<file path="config.mk">
export PLATFORM = sky130hd
export DESIGN_NAME = dat_fifo
export DESIGN_NICKNAME = d
export VERILOG_FILES = /design/src/rtl/dat_fifo_pkg.sv /design/src/rtl/dat_fifo_mem.sv /design/src/rtl/dat_fifo.sv
export SDC_FILE = /design/constraint.sdc
export NUM_CORES = 1
export LEC_CHECK = 0
export ABC_AREA = 1
export CORE_UTILIZATION = 65
export DETAILED_ROUTE_END_ITERATION = 8
export HOLD_SLACK_MARGIN = 0.1
export PLACE_DENSITY_LB_ADDON = 0.12
export SLEW_MARGIN = 15
export SYNTH_ARGS = -nofsm -noshare
export SYNTH_HDL_FRONTEND = slang
export SYNTH_SLANG_ARGS = --single-unit
</file>
<file path="constraint.sdc">
create_clock -name clk_in_COM -period 6.7 [get_ports clk_in_COM]
set_clock_uncertainty 0.15 [all_clocks]
set_input_delay 0.67 -clock clk_in_COM [delete_from_list [all_inputs] [get_ports clk_in_COM]]
set_output_delay 0.67 -clock clk_in_COM [all_outputs]
set_load 0.05 [all_outputs]
</file>
<file path="src/rtl/dat_fifo_pkg.sv">
// -----------------------------------------------------------------------------
// dat_fifo_pkg
// Shared defaults and derived widths for the DMA -> DAT byte FIFO.
//   DEF_DATA_W : default byte-lane width
//   DEF_DEPTH  : default number of storage entries (power of two)
//   ADDR_W     : pointer width for the default depth
//   BLK_W      : width of the block-size register and block counter
// -----------------------------------------------------------------------------
package dat_fifo_pkg;

    localparam int unsigned DEF_DATA_W = 8;
    localparam int unsigned DEF_DEPTH  = 16;
    localparam int unsigned ADDR_W     = $clog2(DEF_DEPTH);
    localparam int unsigned BLK_W      = 12;

endpackage

</file>
<file path="src/rtl/dat_fifo_mem.sv">
// -----------------------------------------------------------------------------
// dat_fifo_mem
// Storage array for dat_fifo: one write port and one registered read port.
// The array and the read register have no reset; the parent masks the read
// data until the first valid pop.
// Ports:
//   i_clk      : clock
//   i_wr_en    : write strobe
//   i_wr_addr  : write address
//   i_wr_data  : write data
//   i_rd_en    : read strobe; loads o_rd_data on the rising edge
//   i_rd_addr  : read address
//   o_rd_data  : registered read data, held when i_rd_en is low
// -----------------------------------------------------------------------------
module dat_fifo_mem
    import dat_fifo_pkg::*;
#(
    parameter int unsigned DATA_W = DEF_DATA_W,
    parameter int unsigned DEPTH  = DEF_DEPTH,
    parameter int unsigned AW     = ADDR_W
) (
    input  logic              i_clk,
    input  logic              i_wr_en,
    input  logic [AW-1:0]     i_wr_addr,
    input  logic [DATA_W-1:0] i_wr_data,
    input  logic              i_rd_en,
    input  logic [AW-1:0]     i_rd_addr,
    output logic [DATA_W-1:0] o_rd_data
);

    logic [DATA_W-1:0] r_mem [DEPTH];
    logic [DATA_W-1:0] r_rd_data;

    always_ff @(posedge i_clk) begin
        if (i_wr_en) begin
            r_mem[i_wr_addr] <= i_wr_data;
        end
        if (i_rd_en) begin
            r_rd_data <= r_mem[i_rd_addr];
        end
    end

    assign o_rd_data = r_rd_data;

endmodule

</file>
<file path="src/rtl/dat_fifo.sv">
// -----------------------------------------------------------------------------
// dat_fifo
// Byte FIFO between the DMA engine and the DAT stage, with block tracking.
// Optional feature macro: DAT_FIFO_ERR_FLAGS_EN enables sticky overflow /
// underflow flags; without it both flags are tied to 0.
// Ports:
//   clk_in_COM     : clock, rising edge
//   reset_in_COM   : asynchronous active-high reset
//   write_in_FIFO  : push request;  data_in_DMA : push data
//   read_in_DAT    : pop request;   data_out_DAT : popped byte (registered)
//   flush_in_DMA   : synchronous clear of contents and block counter
//   block_size_REG : bytes per block, 0 disables block tracking
//   full_FIFO / empty_FIFO / count_FIFO : registered occupancy status
//   block_done_DAT : one-cycle pulse when the last byte of a block is popped
//   overflow_err / underflow_err : sticky error flags
// -----------------------------------------------------------------------------
module dat_fifo
    import dat_fifo_pkg::*;
#(
    parameter int unsigned DATA_W = DEF_DATA_W,
    parameter int unsigned DEPTH  = DEF_DEPTH
) (
    input  logic                    clk_in_COM,
    input  logic                    reset_in_COM,
    input  logic                    write_in_FIFO,
    input  logic [DATA_W-1:0]       data_in_DMA,
    input  logic                    read_in_DAT,
    input  logic                    flush_in_DMA,
    input  logic [BLK_W-1:0]        block_size_REG,
    output logic [DATA_W-1:0]       data_out_DAT,
    output logic                    full_FIFO,
    output logic                    empty_FIFO,
    output logic [$clog2(DEPTH):0]  count_FIFO,
    output logic                    block_done_DAT,
    output logic                    overflow_err,
    output logic                    underflow_err
);

    localparam int unsigned PTR_W = $clog2(DEPTH);
    localparam int unsigned CNT_W = PTR_W + 1;

    logic [PTR_W-1:0]  r_wr_ptr, r_rd_ptr, w_wr_ptr_d, w_rd_ptr_d;
    logic [CNT_W-1:0]  r_count, w_count_d;
    logic              r_full, r_empty, w_full_d, w_empty_d;
    logic              r_dout_vld;
    logic [BLK_W-1:0]  r_blk_cnt, w_blk_cnt_d, r_blk_size, w_blk_size_d;
    logic [BLK_W-1:0]  w_blk_size_eff, w_blk_inc;
    logic              r_blk_done, w_blk_done_d;
    logic              w_push, w_pop;
    logic [DATA_W-1:0] w_rd_data;

    // Accept decisions use the registered flags from before the edge.
    assign w_push = write_in_FIFO & ~r_full;
    assign w_pop  = read_in_DAT & ~r_empty;

    // Pointers, occupancy and status flags
    always_comb begin
        w_wr_ptr_d = r_wr_ptr;
        w_rd_ptr_d = r_rd_ptr;
        w_count_d  = r_count;
        if (flush_in_DMA) begin
            w_wr_ptr_d = '0;
            w_rd_ptr_d = '0;
            w_count_d  = '0;
        end else begin
            // Power-of-two depth: natural overflow wraps DEPTH-1 to 0.
            if (w_push) w_wr_ptr_d = r_wr_ptr + PTR_W'(1);
            if (w_pop)  w_rd_ptr_d = r_rd_ptr + PTR_W'(1);
            if (w_push && !w_pop) begin
                w_count_d = r_count + CNT_W'(1);
            end else if (w_pop && !w_push) begin
                w_count_d = r_count - CNT_W'(1);
            end
        end
        w_full_d  = (w_count_d == CNT_W'(DEPTH));
        w_empty_d = (w_count_d == '0);
    end

    // Block tracking: the size is captured at the first pop of each block so
    // that register writes during a block only take effect on the next one.
    always_comb begin
        w_blk_size_eff = (r_blk_cnt == '0) ? block_size_REG : r_blk_size;
        w_blk_inc      = r_blk_cnt + BLK_W'(1);
        w_blk_cnt_d    = r_blk_cnt;
        w_blk_size_d   = r_blk_size;
        w_blk_done_d   = 1'b0;
        if (flush_in_DMA) begin
            w_blk_cnt_d = '0;
        end else if (w_pop) begin
            if (r_blk_cnt == '0) w_blk_size_d = block_size_REG;
            if (w_blk_size_eff != '0) begin
                if (w_blk_inc == w_blk_size_eff) begin
                    w_blk_cnt_d  = '0;
                    w_blk_done_d = 1'b1;
                end else begin
                    w_blk_cnt_d  = w_blk_inc;
                end
            end
        end
    end

    always_ff @(posedge clk_in_COM or posedge reset_in_COM) begin
        if (reset_in_COM) begin
            r_wr_ptr   <= '0;
            r_rd_ptr   <= '0;
            r_count    <= '0;
            r_full     <= 1'b0;
            r_empty    <= 1'b1;
            r_dout_vld <= 1'b0;
            r_blk_cnt  <= '0;
            r_blk_size <= '0;
            r_blk_done <= 1'b0;
        end else begin
            r_wr_ptr   <= w_wr_ptr_d;
            r_rd_ptr   <= w_rd_ptr_d;
            r_count    <= w_count_d;
            r_full     <= w_full_d;
            r_empty    <= w_empty_d;
            r_blk_cnt  <= w_blk_cnt_d;
            r_blk_size <= w_blk_size_d;
            r_blk_done <= w_blk_done_d;
            if (w_pop && !flush_in_DMA) r_dout_vld <= 1'b1;
        end
    end

    dat_fifo_mem #(
        .DATA_W (DATA_W),
        .DEPTH  (DEPTH),
        .AW     (PTR_W)
    ) u_mem (
        .i_clk     (clk_in_COM),
        .i_wr_en   (w_push & ~flush_in_DMA),
        .i_wr_addr (r_wr_ptr),
        .i_wr_data (data_in_DMA),
        .i_rd_en   (w_pop & ~flush_in_DMA),
        .i_rd_addr (r_rd_ptr),
        .o_rd_data (w_rd_data)
    );

    // The read register has no reset; present 0 until the first real pop.
    assign data_out_DAT   = r_dout_vld ? w_rd_data : '0;
    assign full_FIFO      = r_full;
    assign empty_FIFO     = r_empty;
    assign count_FIFO     = r_count;
    assign block_done_DAT = r_blk_done;

`ifdef DAT_FIFO_ERR_FLAGS_EN
    logic r_overflow, r_underflow;

    // Flush takes priority over push/pop, so requests during flush never flag.
    always_ff @(posedge clk_in_COM or posedge reset_in_COM) begin
        if (reset_in_COM) begin
            r_overflow  <= 1'b0;
            r_underflow <= 1'b0;
        end else if (!flush_in_DMA) begin
            if (write_in_FIFO && r_full)  r_overflow  <= 1'b1;
            if (read_in_DAT && r_empty)   r_underflow <= 1'b1;
        end
    end

    assign overflow_err  = r_overflow;
    assign underflow_err = r_underflow;
`else
    assign overflow_err  = 1'b0;
    assign underflow_err = 1'b0;
`endif

endmodule

</file>
# --- After elaboration in Yosys (flattened, before gate mapping) ---
# Memories as Yosys holds them, arrays and structs flattened. A register that Yosys moved wholly into a read port is not among the register bits.
# Index checks and enable logic that the tools add are counted.
word_totals:
  memories: 1
  inputBits: 25
  rom_bits: 0
  out_inout_bits: 18
  reg_bits: 41
  wordCells: 57
  ramBits: 128
  latchBits: 0
mem_list:
  columns: ["memory", "words", "width", "read_ports", "rd_ports_with_merged_regs", "wr", "line", "text"]
  rows:
  - ["u_mem.r_mem", 16, 8, 1, 1, 1, "dat_fifo_mem.sv:31", "logic [DATA_W-1:0] r_mem [DEPTH];"]
classes:
  shifts: 0
  addsub: 5
  mul: 0
  eq_ne: 2
  n_lt_le_gt_ge: 0
  n_reduce_logical: 14
  mux: 19
  n_bitwise: 7
  div_mod_pow: 0
op_table:
  columns: ["op", "count"]
  rows:
  - ["two-way mux 12 bit", 5]
  - ["two-way mux 4 bit", 4]
  - ["two-way mux 5 bit", 3]
  - ["adder 12 x 1 -> 12 bit, second input constant", 1]
  - ["equality test 12 bit", 1]
  - ["zero test 12 bit", 1]
  - ["nonzero test 12 bit", 1]
  - ["adder 4 x 1 -> 4 bit, second input constant", 2]
  - ["two-way mux 8 bit", 1]
  - ["two-way mux 1 bit", 6]
  - ["nonzero test 2 bit", 3]
  - ["adder 5 x 1 -> 5 bit, second input constant", 1]
  - ["equality test 5 bit, second input constant", 1]
  - ["zero test 5 bit", 1]
  - ["subtractor 5 x 1 -> 5 bit, second input constant", 1]
  - ["AND 1 bit", 4]
  - ["AND reduction 2 bit", 2]
  - ["logical AND 1 bit", 3]
  - ["zero test 1 bit", 3]
  - ["inverter 1 bit", 3]

# --- Logic depth before layout (Yosys ltp) ---
# Gate-level depths: netlist of run 1.
logic_depth:
  ltp_word: 8
  depth_mapped: 16
  mapped_depth_nobuf: 15

# --- By module ---
# A second synthesis of run 1 with hierarchy kept.
hier_totals:
  cells_unflattened: 1008
  area_unflattened_um2: 8876.0
modules_own_cells:
  columns: ["mod", "area_each_um2", "cells_per_inst", "instances", "seq_area_each_um2"]
  rows:
  - ["dat_fifo_mem", 5846.9, 551, 1, 4083.9]
  - ["dat_fifo", 3029.2, 457, 1, 1027.2]

# --- Worst setup path before layout of run 1 ---
# No wires, ideal clock.
synth_path:
  kind: "input to register"
  startpoint: "input port flush_in_DMA"
  endpoint: "memory u_mem.r_mem[13][0] (netlist bit), enable pin"
  setup_ps: 383
  t_arrival_ps: 1847
  n_path_buf: 1
  slack_ps: 4319
  required_time_ps: 6167
  stages: 4
  cell_sequence: "clkbuf_1 > nor2_1 > clkinv_1 > nor3_1"
synth_via:
  elab_chain_len: 4
synth_rtl:
  columns: ["element", "line", "text"]
  rows:
  - ["from (decl)", "dat_fifo.sv:28", "input logic flush_in_DMA,"]
  - ["inverter 1 bit (no line)", null, null]
  - ["AND 1 bit", "dat_fifo.sv:132", ".i_wr_en (w_push & ~flush_in_DMA),"]
  - ["two-way mux 1 bit", "dat_fifo_mem.sv:35", "if (i_wr_en) begin"]
  - ["two-way mux 1 bit (not written as such)", "dat_fifo_mem.sv:36", "r_mem[i_wr_addr] <= i_wr_data;"]
  - ["to (decl)", "dat_fifo_mem.sv:31", null]
# Every way passes these cells.

# --- Worst setup path in the final report of run 1 ---
layout_path:
  startpoint: "input port flush_in_DMA"
  endpoint: "memory u_mem.r_mem[1][7] (netlist bit), enable pin"
# The elaborated chain is that of the path after synthesis.

==> results of run 1 <==
## cell usage in the layout, fill, tap and decap left out, types with 2 or more instances in the layout
cell type and n:
sky130_fd_sc_hd__ha_1 9, sky130_fd_sc_hd__nand3_1 52, sky130_fd_sc_hd__clkinvlp_4 3, sky130_fd_sc_hd__nand2_2 9, sky130_fd_sc_hd__clkdlybuf4s50_1 40, sky130_fd_sc_hd__nand2_1 157, sky130_fd_sc_hd__o21ai_0 63, sky130_fd_sc_hd__nor2_2 7
sky130_fd_sc_hd__conb_1 2, sky130_fd_sc_hd__o31ai_1 2, sky130_fd_sc_hd__nand3b_1 7, sky130_fd_sc_hd__buf_4 4, sky130_fd_sc_hd__mux2i_1 32, sky130_fd_sc_hd__nand4_1 4, sky130_fd_sc_hd__clkinv_4 3, sky130_fd_sc_hd__nor2_1 44
sky130_fd_sc_hd__o211ai_1 32, sky130_fd_sc_hd__nor3_1 13, sky130_fd_sc_hd__nor3_2 3, sky130_fd_sc_hd__xor2_1 4, sky130_fd_sc_hd__edfxtp_1 136, sky130_fd_sc_hd__nor2_4 2, sky130_fd_sc_hd__clkinv_1 2, sky130_fd_sc_hd__inv_1 102
sky130_fd_sc_hd__dfrtp_1 39, sky130_fd_sc_hd__clkinv_8 4, sky130_fd_sc_hd__a21oi_1 38, sky130_fd_sc_hd__nand3_2 6, sky130_fd_sc_hd__inv_8 5, sky130_fd_sc_hd__clkbuf_16 17
## cells in the mapped netlist (all sizes together), types with 2 or more instances
cell type and n:
o31ai 2, xor2 4, inv 104, o211ai 32, a21oi 38, nand2 167
clkbuf 25, mux2i 32, nand3b 7, o21ai 63, dfrtp 40, edfxtp 136
nor3 16, nor2 54, nand3 58, buf 12, ha 9, nand4 4
## per-layer routing
metal	GRT usage	vias up	wire (um)
met3	0.0439	36	1390
met5	0	-	0
met1	0.444	2792	8310
met2	0.451	263	8340
met4	0.121	0	457
li1	-	2825	-
## through the flow
step	setup WS, ns	std cells	cell area (sq um)	utilization	total power, mW
2_1_floorplan	4.32	813	8370	-	1.81
3_3_place_gp	3.50	992	8820	0.702	1.97
3_5_place_dp	3.36	992	8820	0.702	2.00
4_1_cts	3.81	1024	9420	0.749	2.96
5_1_grt	3.50	1024	9430	0.751	3.09
6_report	3.74	1024	9430	0.751	2.96
## worst reg2reg max path, cell delays in order, from the launching register on
cell,delay (ns)
sky130_fd_sc_hd__dfrtp_1,0.47
sky130_fd_sc_hd__inv_1,0.17
sky130_fd_sc_hd__ha_1,0.18
sky130_fd_sc_hd__nand2_2,0.09
sky130_fd_sc_hd__nor2_8,0.29
sky130_fd_sc_hd__nand2_4,0.22
sky130_fd_sc_hd__nand2_1,0.11
sky130_fd_sc_hd__nand2_1,0.09
sky130_fd_sc_hd__inv_1,0.12
sky130_fd_sc_hd__nand2_1,0.08
sky130_fd_sc_hd__nor2_2,0.09
sky130_fd_sc_hd__nand3_2,0.13
sky130_fd_sc_hd__nand2_2,0.30
sky130_fd_sc_hd__nor2_1,0.08
sky130_fd_sc_hd__nand2_1,0.06
sky130_fd_sc_hd__nand2_1,0.06
## power by group through the flow
stage | clock (mW) | combinational, mW | sequential (mW)
after global routing | 1.02 | 0.737 | 1.33
after detailed placement | 0 | 0.653 | 1.35
after CTS | 0.974 | 0.657 | 1.33
final | 0.968 | 0.665 | 1.33
after global placement | 0 | 0.629 | 1.34
after floorplan | 0 | 0.465 | 1.35
## flip-flops by register name, indices dropped and copies added, names as in the netlist
register         flops
u_mem.r_mem        128
r_blk_cnt           12
r_blk_size          12
u_mem.o_rd_data      8
count_FIFO           5
r_rd_ptr             4
r_wr_ptr             4
block_done_DAT       1
empty_FIFO           1
full_FIFO            1
r_dout_vld           1
## logic make-up (layout without fill, tap and decap cells)
family	after synthesis	after routing
and+or+nand+nor	309	309
DFF	177	177
buffers and inverters	142	181
AOI/OAI and AO/OA	137	137
muxes	32	32
adders and majority gates	9	9
xor gates and xnor gates	5	5
other	1	2
## how the worst max path moves through the flow
stage | from | end | cells past startpoint
floorplan | flush_in_DMA | u_mem.r_mem[13][0]$_DFFE_PP_ | 4
global placement | flush_in_DMA | u_mem.r_mem[10][2]$_DFFE_PP_ | 4
detailed placement | flush_in_DMA | u_mem.r_mem[1][6]$_DFFE_PP_ | 4
CTS | flush_in_DMA | u_mem.r_mem[1][6]$_DFFE_PP_ | 4
global route | flush_in_DMA | u_mem.r_mem[1][6]$_DFFE_PP_ | 4
finish | flush_in_DMA | u_mem.r_mem[1][7]$_DFFE_PP_ | 4
## layout make-up
cell class                      count  area, sq um
Sequential cell                   177         5110
Clock inverter                     15          170
Multi-Input combinational cell    494         2680
Timing Repair Buffer               44          430
Tap cell                          172          215
Fill cell                         838         3130
Clock buffer                       17          425
Inverter                          105          394
==> summary.txt, run 1 <==
Synthesis
  • Multiplexer share of the synthesized area: 0.0383
  • Fraction of the mapped netlist area in adder cells: 0.0135
  • Avg Synthesized Cell Area: 10.3 sq um
  • Biggest area consumer among synthesized cells: sky130_fd_sc_hd__edfxtp_1
  • Largest cells by area after synthesis: sky130_fd_sc_hd__edfxtp_1 (49%), sky130_fd_sc_hd__dfrtp_1 (12%), sky130_fd_sc_hd__nand2_1 (7.0%)
  • Number of distinct library cell variants in the gate-level netlist after synthesis: 36
  • Number of synthesized flops with an enable pin: 136
  • Simple-gate share of the synthesized area: 0.168
  • Area share of the largest cell type after synthesis: 0.488
  • Syn Inst Count: 812
  • Total of warnings raised by yosys: 0
  • Post-Syn Area: 8370 sq um
  • Fraction of the mapped netlist area in compound gates: 0.0931
  • Share of synthesized registers carrying an async set or reset: 0.232
  • Most used DFF post-synth: sky130_fd_sc_hd__edfxtp_1
  • Fraction of the yosys area taken by sequential cells: 0.611
  • Xor and xnor fraction of the mapped netlist area: 0.00523
  • Flops & latches, synth: 177
  • Largest family of logic cells by synthesized area: simple AND/OR/NAND/NOR gates

Routing
  • Number of DRC violations after detailed routing: 0
  • Iteration-0 DRC count of the detailed router: 632
  • Routed wire length: 18.5 mm
  • Number of vias per cell: 5.78
  • Number of nets with antenna violations after detailed routing: 0
  • Count of vias placed by the detailed router: 5916
  • WL per Instance: 18.1 um
  • DRT Pass-1 Iters: 4

Power
  • PD cells: 314 nW/um^2
  • Leakage: 3.70 nW
  • Sequential Power Share: 0.448
  • Worst-case vdd ir drop: 0.218 mV
  • Power spent charging and discharging nets: 0.990 mW
  • Combinational group share of total power: 0.225
  • Internal power component: 1.97 mW
  • Net Sw Frac: 0.334
  • Clk pwr share: 0.327

Worst setup path
  • RR Endpoint: r_blk_cnt[2]$_DFFE_PP0P_
  • Worst EP arrival: 2.87 ns
  • Required time of the critical path: 6.60 ns
  • Worst-case reg-to-reg path depth: 15
  • Capturing element type of the critical path: flop
  • CP Cell Sequence: clkdlybuf4s50_1 -> nor2_1 -> clkinv_1 -> nor3_1
  • Maximum fanout along the worst path: 9
  • Reg2Reg Launch Point: r_blk_cnt[0]$_DFFE_PP0P_
  • Critical-path top delay cell: sky130_fd_sc_hd__nor3_1
  • Worst Setup Path Type: input port to flop
  • Biggest cell delay along the critical path: 0.96 ns
  • Largest delay share family, worst path: simple AND/OR/NAND/NOR gates
  • WP buf/inv: 2
  • Reg-to-reg slack, setup: 3.91 ns
  • Kind of start point of the critical path: input port

Hold path
  • Hold-critical path depth: 2
  • Hold Path Origin: r_blk_size[5]$_DFFE_PP0P_
  • Class of the tightest hold or removal check: flop to flop
  • Hold path endpoint: r_blk_size[5]$_DFFE_PP0P_

Floorplanning
  • Die boundary height: 115 um
  • Core Region: 12600 sq um
  • Horizontal die dimension: 115 um
  • Full die area: 13300 sq um
  • Number of placed I/O pins: 43
  • Total number of placement rows: 41
  • Starting density of the core: 0.666

Clock network
  • Resize count post-CTS: 0
  • H-Tree Depth: 4
  • Number of sinks handled by clock tree synthesis: 177
  • Largest buffer count on any clock path: 2
  • CTS tree: built
  • Root buf cell: sky130_fd_sc_hd__clkbuf_16
  • Number of CTS-inserted buffers: 17
  • Clock transition at the register clock pins on the worst setup and hold paths after CTS: 0.08 ns
  • Setup fix buffers added after clock tree synthesis: 0
  • Clock network latency to the later pin of the worst-skew pair: 0.44 ns
  • Count of hold-fix buffers inserted at cts: 0

Layout
  • Synth-to-layout area growth: 12.7%
  • N_diodes: 0
  • Fraction of final layout cells with drive strength greater than 1: 0.0810
  • NumNets Final: 873

Place
  • Hpwl dp: 12.4 mm
  • Total of buffers placed on input and output ports: 40
  • Routability Congestion: 0.887

GRT
  • Maximum number of pins on one net before global-route repair: 57
  • Vias in the first global route: 5567
  • Wire length of the first global-routing pass: 29.1 mm
  • Combined global-route utilization of all metal layers: 0.300
  • Global-route congestion overflow total: 0
  • Antenna violations before repair: 0

Timing
  • Worst Tran Pin Value: 1.10 ns
  • Final Setup Violations: 0
  • FMAX: 338 MHz
  • Number of max-slew violations in the final report: 0
  • Fin crit period: 2.96 ns
  • Relative slew slack: 0.261
  • Setup repair after global routing missed its margin: no
  • Final hold slack: 0.343 ns
  • Final period util: 0.442
  • Total negative setup slack: 0 ns
  • Hold Fails Final Rpt: 0

Status
  • Result of the run: completed

Run
  • Reported max-cap violation count: 0
Note: power is estimated with default switching activity, not from simulation.
==> inputs of run 2 (changes only) <==
CORE_UTILIZATION = 60   (was 65)
clock period = 2.95 ns   (was 6.7 ns; I/O delays follow)
==> summary.txt, run 2 (synthesis results as in run 1) <==
Status
  • Result of the run: completed

Floorplanning
  • Core Region: 13400 sq um
  • Number of placed I/O pins: 43
  • Horizontal die dimension: 120 um
  • Starting density of the core: 0.625
  • Die boundary height: 120 um
  • Total number of placement rows: 42
  • Full die area: 14400 sq um

Place
  • Hpwl dp: 12.6 mm
  • Total of buffers placed on input and output ports: 40
  • # placed instances: 1019
  • Routability Congestion: 0.884
  • Total placed instance area: 9010 sq um

Routing
  • Number of DRC violations after detailed routing: 0
  • Number of vias per cell: 5.66
  • Routed wire length: 19.0 mm
  • Count of vias placed by the detailed router: 5952
  • DRT Pass-1 Iters: 5
  • WL per Instance: 18.1 um
  • Iteration-0 DRC count of the detailed router: 609
  • Number of nets with antenna violations after detailed routing: 0

Power
  • PD cells: 701 nW/um^2
  • Leakage: 3.83 nW
  • Worst-case vdd ir drop: 0.448 mV

Layout
  • NumNets Final: 897
  • Commonest cells after routing, fill and taps aside: sky130_fd_sc_hd__nand2_1 (157), sky130_fd_sc_hd__edfxtp_1 (136), sky130_fd_sc_hd__inv_1 (102)
  • Largest registers in the final layout: u_mem.r_mem x128, r_blk_cnt x12, r_blk_size x12
  • Most common library cell in the layout ignoring fill and taps: sky130_fd_sc_hd__nand2_1
  • N_diodes: 0
  • Post-layout instance count excluding filler cells: 1052
  • Register bank with the most flops: u_mem.r_mem
  • Finished Cell Area: 9600 sq um
  • Synth-to-layout area growth: 14.7%
  • Max reg flops: 128
  • Fraction of final layout cells with drive strength greater than 1: 0.102
  • Filler Cells Inserted: 965

Worst setup path
  • Required time of the critical path: 3.12 ns
  • Worst EP arrival: 2.84 ns
  • Worst Setup Path Type: flop to flop
  • Maximum fanout along the worst path: 18
  • Capturing element type of the critical path: flop
  • Kind of start point of the critical path: flop

Timing
  • Worst Tran Pin Value: 0.836 ns
  • Final hold slack: 0.345 ns
  • Number of max-slew violations in the final report: 0
  • Fin crit period: 2.67 ns
  • Hold Fails Final Rpt: 0
  • Final period util: 0.904
  • Setup repair after global routing missed its margin: no
  • Final Setup Violations: 0
  • Relative slew slack: 0.439
  • FMAX: 375 MHz
  • Total negative setup slack: 0 ns

Clock network
  • Clock network latency to the later pin of the worst-skew pair: 0.43 ns
  • CTS tree: built
  • Clock transition at the register clock pins on the worst setup and hold paths after CTS: 0.07 ns
  • Number of CTS-inserted buffers: 17
  • Number of sinks handled by clock tree synthesis: 177
  • Root buf cell: sky130_fd_sc_hd__clkbuf_16
  • H-Tree Depth: 4
  • Largest buffer count on any clock path: 2

GRT
  • Maximum number of pins on one net before global-route repair: 54
  • Antenna violations before repair: 0
  • Combined global-route utilization of all metal layers: 0.280
  • Wire length of the first global-routing pass: 29.7 mm
  • Global-route congestion overflow total: 0
  • Vias in the first global route: 5528

Hold path
  • Class of the tightest hold or removal check: flop to flop

Run
  • Reported max-cap violation count: 0
==> run 2: changes by cell type in the layout (fill, tap and decap cells not counted) <==
| cell | previous run | this run |
|---|---|---|
| sky130_fd_sc_hd__bufinv_16 | 0 | 1 |
| sky130_fd_sc_hd__nor3_1 | 13 | 16 |
| sky130_fd_sc_hd__inv_6 | 0 | 4 |
| sky130_fd_sc_hd__nor3_2 | 3 | 0 |
| sky130_fd_sc_hd__clkinv_2 | 0 | 1 |
| sky130_fd_sc_hd__inv_8 | 5 | 2 |
| sky130_fd_sc_hd__buf_4 | 4 | 26 |
| sky130_fd_sc_hd__clkinvlp_4 | 3 | 1 |
| sky130_fd_sc_hd__clkinv_4 | 3 | 6 |
| sky130_fd_sc_hd__clkinv_8 | 4 | 0 |
| sky130_fd_sc_hd__buf_12 | 0 | 1 |
| sky130_fd_sc_hd__dlygate4sd3_1 | 0 | 1 |
==> run 2: timing repair <==
| item | CTS | global route |
|---|---|---|
| hold endpoints to repair | 21 | 0 |
| buffers inserted | 0 | 0 |
| hold buffers | 1 | 0 |
| resized for setup | 0 | 0 |
==> run 2: worst max-delay path: stages (launching register included) <==
cell and delay, ns:
sky130_fd_sc_hd__dfrtp_1 0.46, sky130_fd_sc_hd__inv_1 0.14, sky130_fd_sc_hd__ha_1 0.17, sky130_fd_sc_hd__nand2_2 0.09, sky130_fd_sc_hd__nor2_8 0.29, sky130_fd_sc_hd__nand2_4 0.21, sky130_fd_sc_hd__nand2_1 0.11, sky130_fd_sc_hd__nand2_1 0.07
sky130_fd_sc_hd__inv_1 0.10, sky130_fd_sc_hd__nand2_1 0.07, sky130_fd_sc_hd__nor2_2 0.08, sky130_fd_sc_hd__nand3_2 0.10, sky130_fd_sc_hd__nand2_2 0.28, sky130_fd_sc_hd__nor2_1 0.09, sky130_fd_sc_hd__nand2_1 0.07, sky130_fd_sc_hd__nand2_1 0.06
==> run 2: worst paths after layout <==
| check | from | endpoint | slack (ns) | depth (start not counted) |
|---|---|---|---|---|
| worst max-delay path | r_blk_cnt[0]$_DFFE_PP0P_ | r_blk_cnt[9]$_DFFE_PP0P_ | 0.28 | 15 |
| worst min-delay path | r_blk_size[8]$_DFFE_PP0P_ | r_blk_size[8]$_DFFE_PP0P_ | 0.35 | 2 |
| worst max register to register | r_blk_cnt[0]$_DFFE_PP0P_ | r_blk_cnt[9]$_DFFE_PP0P_ | 0.28 | 15 |
| worst min register to register | r_blk_size[8]$_DFFE_PP0P_ | r_blk_size[8]$_DFFE_PP0P_ | 0.35 | 2 |
| max in group asynchronous | reset_in_COM | r_dout_vld$_DFFE_PP0P_ | 1.30 | 4 |
| min in group asynchronous | reset_in_COM | r_blk_cnt[4]$_DFFE_PP0P_ | 0.64 | 3 |
==> run 2: metrics by stage <==
| step | worst slack, ns | power (mW) | utilization |
|---|---|---|---|
| 2_1_floorplan | 0.687 | 4.12 | - |
| 3_3_place_gp | 0.452 | 4.53 | 0.673 |
| 3_5_place_dp | 0.351 | 4.57 | 0.673 |
| 4_1_cts | 0.329 | 6.74 | 0.717 |
| 5_1_grt | 0.0603 | 7.04 | 0.717 |
| 6_report | 0.284 | 6.73 | 0.717 |
==> run 2: metal layers <==
layer	up-vias	wire [um]	global-route usage	part of all wire
met5	-	0	0	0
met4	0	292	0.0977	0.015
met3	19	1500	0.0637	0.079
met2	230	8630	0.412	0.45
met1	2843	8590	0.411	0.45
li1	2860	-	-	-
==> run 2: area by class of cell <==
type                    instances  area [sq um]  area share
repair buffers                 68           626      0.0652
inverters                     105           394      0.0410
clock inverters                15           153      0.0159
multi-input cells             494          2670       0.278
clock buffers                  17           425      0.0443
flip-flops and latches        177          5110       0.533
well taps                     176           220      0.0229
==> run 2: report_power, final <==
part | leakage, nW | switching [mW] | internal (mW)
Combinational | 1.78 | 1.02 | 0.519
Clock | 0.283 | 0.996 | 1.19
Sequential | 1.76 | 0.156 | 2.86
Total | 3.83 | 2.17 | 4.56
==> inputs of run 3 (changes only) <==
clock period = 2.9 ns   (was 2.95 ns; I/O delays follow)
==> summary.txt, run 3 (synthesis results as in run 1) <==
Timing
  • Setup repair after global routing missed its margin: no
  • Final Setup Violations: 0
  • Worst Tran Pin Value: 0.719 ns
  • Total negative setup slack: 0 ns
  • Final period util: 0.911
  • Worst setup margin: 0.258 ns
  • FMAX: 379 MHz
  • Hold Fails Final Rpt: 0
  • Fin crit period: 2.64 ns
  • Relative slew slack: 0.519
  • Number of max-slew violations in the final report: 0

GRT
  • Vias in the first global route: 5589
  • Combined global-route utilization of all metal layers: 0.279
  • Global-route congestion overflow total: 0
  • Maximum number of pins on one net before global-route repair: 45
  • Antenna violations before repair: 1
  • Wire length of the first global-routing pass: 29.8 mm

Worst setup path
  • Required time of the critical path: 3.07 ns
  • Worst-case reg-to-reg path depth: 15
  • Worst Setup Path Type: flop to flop
  • Kind of start point of the critical path: flop
  • Capturing element type of the critical path: flop
  • Maximum fanout along the worst path: 18
  • Reg2Reg Launch Point: r_blk_cnt[0]$_DFFE_PP0P_
  • Worst EP arrival: 2.81 ns
  • RR Endpoint: r_blk_cnt[8]$_DFFE_PP0P_
  • Reg-to-reg slack, setup: 0.26 ns

Clock network
  • Number of sinks handled by clock tree synthesis: 177
  • Largest buffer count on any clock path: 2
  • H-Tree Depth: 4
  • CTS tree: built
  • Clock transition at the register clock pins on the worst setup and hold paths after CTS: 0.07 ns
  • Root buf cell: sky130_fd_sc_hd__clkbuf_16
  • Resize count post-CTS: 0
  • Number of CTS-inserted buffers: 17
  • Clock network latency to the later pin of the worst-skew pair: 0.43 ns

Routing
  • Routed wire length: 18.6 mm
  • Count of vias placed by the detailed router: 5983
  • WL per Instance: 17.6 um
  • Iteration-0 DRC count of the detailed router: 568
  • DRT Pass-1 Iters: 5
  • Number of vias per cell: 5.68
  • Number of nets with antenna violations after detailed routing: 0
  • Number of DRC violations after detailed routing: 0

Layout
  • Most common library cell in the layout ignoring fill and taps: sky130_fd_sc_hd__nand2_1
  • Synth-to-layout area growth: 14.9%
  • Max reg flops: 128
  • Register bank with the most flops: u_mem.r_mem
  • NumNets Final: 899
  • Commonest cells after routing, fill and taps aside: sky130_fd_sc_hd__nand2_1 (157), sky130_fd_sc_hd__edfxtp_1 (136), sky130_fd_sc_hd__inv_1 (102)
  • Largest registers in the final layout: u_mem.r_mem x128, r_blk_cnt x12, r_blk_size x12
  • Fraction of final layout cells with drive strength greater than 1: 0.103
  • N_diodes: 0

Power
  • PD cells: 710 nW/um^2
  • Worst-case vdd ir drop: 0.485 mV
  • Leakage: 3.83 nW

Hold path
  • Class of the tightest hold or removal check: flop to flop
  • Hold Path Origin: r_blk_size[2]$_DFFE_PP0P_
  • Hold-critical path depth: 2
  • Hold path endpoint: r_blk_size[2]$_DFFE_PP0P_

Place
  • Total of buffers placed on input and output ports: 40
  • Hpwl dp: 12.7 mm
  • Worst slack, placed: 0.296 ns
  • Routability Congestion: 0.880

Floorplanning
  • Core Region: 13400 sq um
  • Horizontal die dimension: 120 um
  • Number of placed I/O pins: 43
  • Die boundary height: 120 um
  • Total number of placement rows: 42
  • Full die area: 14400 sq um
  • Starting density of the core: 0.625

Status
  • Result of the run: completed

Run
  • Reported max-cap violation count: 0
## run 3: changes by cell type in the layout (fill, tap and decap cells not counted)
cell / before / now
sky130_fd_sc_hd__clkinv_4: 6 / 5
sky130_fd_sc_hd__clkinv_2: 1 / 0
sky130_fd_sc_hd__clkinvlp_4: 1 / 2
sky130_fd_sc_hd__clkinv_1: 2 / 3
sky130_fd_sc_hd__buf_4: 26 / 28
## run 3: routing by layer
metal	track usage	vias up	routed length [um]
li1	-	2867	-
met4	0.0930	0	225
met5	0	-	0
met2	0.415	204	8630
met1	0.410	2897	8450
met3	0.0566	15	1290
## run 3: worst max-delay path by stage
stage / slack, ns / start / end
after CTS: 0.26 / r_blk_cnt[0]$_DFFE_PP0P_ / r_blk_cnt[8]$_DFFE_PP0P_
final: 0.26 / r_blk_cnt[0]$_DFFE_PP0P_ / r_blk_cnt[8]$_DFFE_PP0P_
after global routing: 0.03 / r_blk_cnt[0]$_DFFE_PP0P_ / r_blk_cnt[8]$_DFFE_PP0P_
after detailed placement: 0.30 / r_blk_cnt[0]$_DFFE_PP0P_ / r_blk_cnt[8]$_DFFE_PP0P_
after global placement: 0.42 / r_blk_cnt[0]$_DFFE_PP0P_ / r_blk_cnt[8]$_DFFE_PP0P_
after floorplan: 0.64 / full_FIFO$_DFF_PP0_ / u_mem.r_mem[13][0]$_DFFE_PP_
## run 3: layout make-up
cell class / instances / area (sq um)
clock buffer: 17 / 425
multi-input combinational: 494 / 2670
sequential: 177 / 5110
tap: 176 / 220
clock inverter: 15 / 150
fill: 973 / 3790
inverter: 105 / 394
timing repair buffer: 70 / 641
## run 3: through the flow
step | std cells | util | hold WS, ns | power, mW | instance area, sq um
finish | 1054 | 0.717 | 0.347 | 6.83 | 9610
global route | 1054 | 0.717 | 0.367 | 7.15 | 9610
CTS | 1054 | 0.717 | 0.344 | 6.85 | 9610
detailed placement | 1021 | 0.674 | 0.327 | 4.65 | 9030
global placement | 1021 | 0.674 | 0.324 | 4.61 | 9030
floorplan | 813 | - | 0.239 | 4.19 | 8370
## run 3: report_power, final
group	total [mW]	leakage, nW	internal, mW	switching [mW]
combinational	1.55	1.79	0.531	1.02
clock	2.22	0.276	1.21	1.01
sequential	3.07	1.76	2.90	0.161
total	6.83	3.83	4.64	2.19
## run 3: what timing repair did
action / in CTS / in global routing
buffers inserted: 0 / 0
hold buffers: 1 / 0
endpoints found under the hold margin: 6 / 0
## run 3: worst max-delay path, stage by stage, from the launching register on
cell                      delay (ns)
sky130_fd_sc_hd__dfrtp_1        0.45
sky130_fd_sc_hd__inv_1          0.13
sky130_fd_sc_hd__ha_1           0.17
sky130_fd_sc_hd__nand2_2        0.09
sky130_fd_sc_hd__nor2_8         0.29
sky130_fd_sc_hd__nand2_4        0.21
sky130_fd_sc_hd__nand2_1        0.12
sky130_fd_sc_hd__nand2_1        0.08
sky130_fd_sc_hd__inv_1          0.09
sky130_fd_sc_hd__nand2_1        0.07
sky130_fd_sc_hd__nor2_2         0.09
sky130_fd_sc_hd__nand3_2        0.10
sky130_fd_sc_hd__nand2_2        0.28
sky130_fd_sc_hd__nor2_1         0.09
sky130_fd_sc_hd__nand2_1        0.08
sky130_fd_sc_hd__nand2_1        0.05
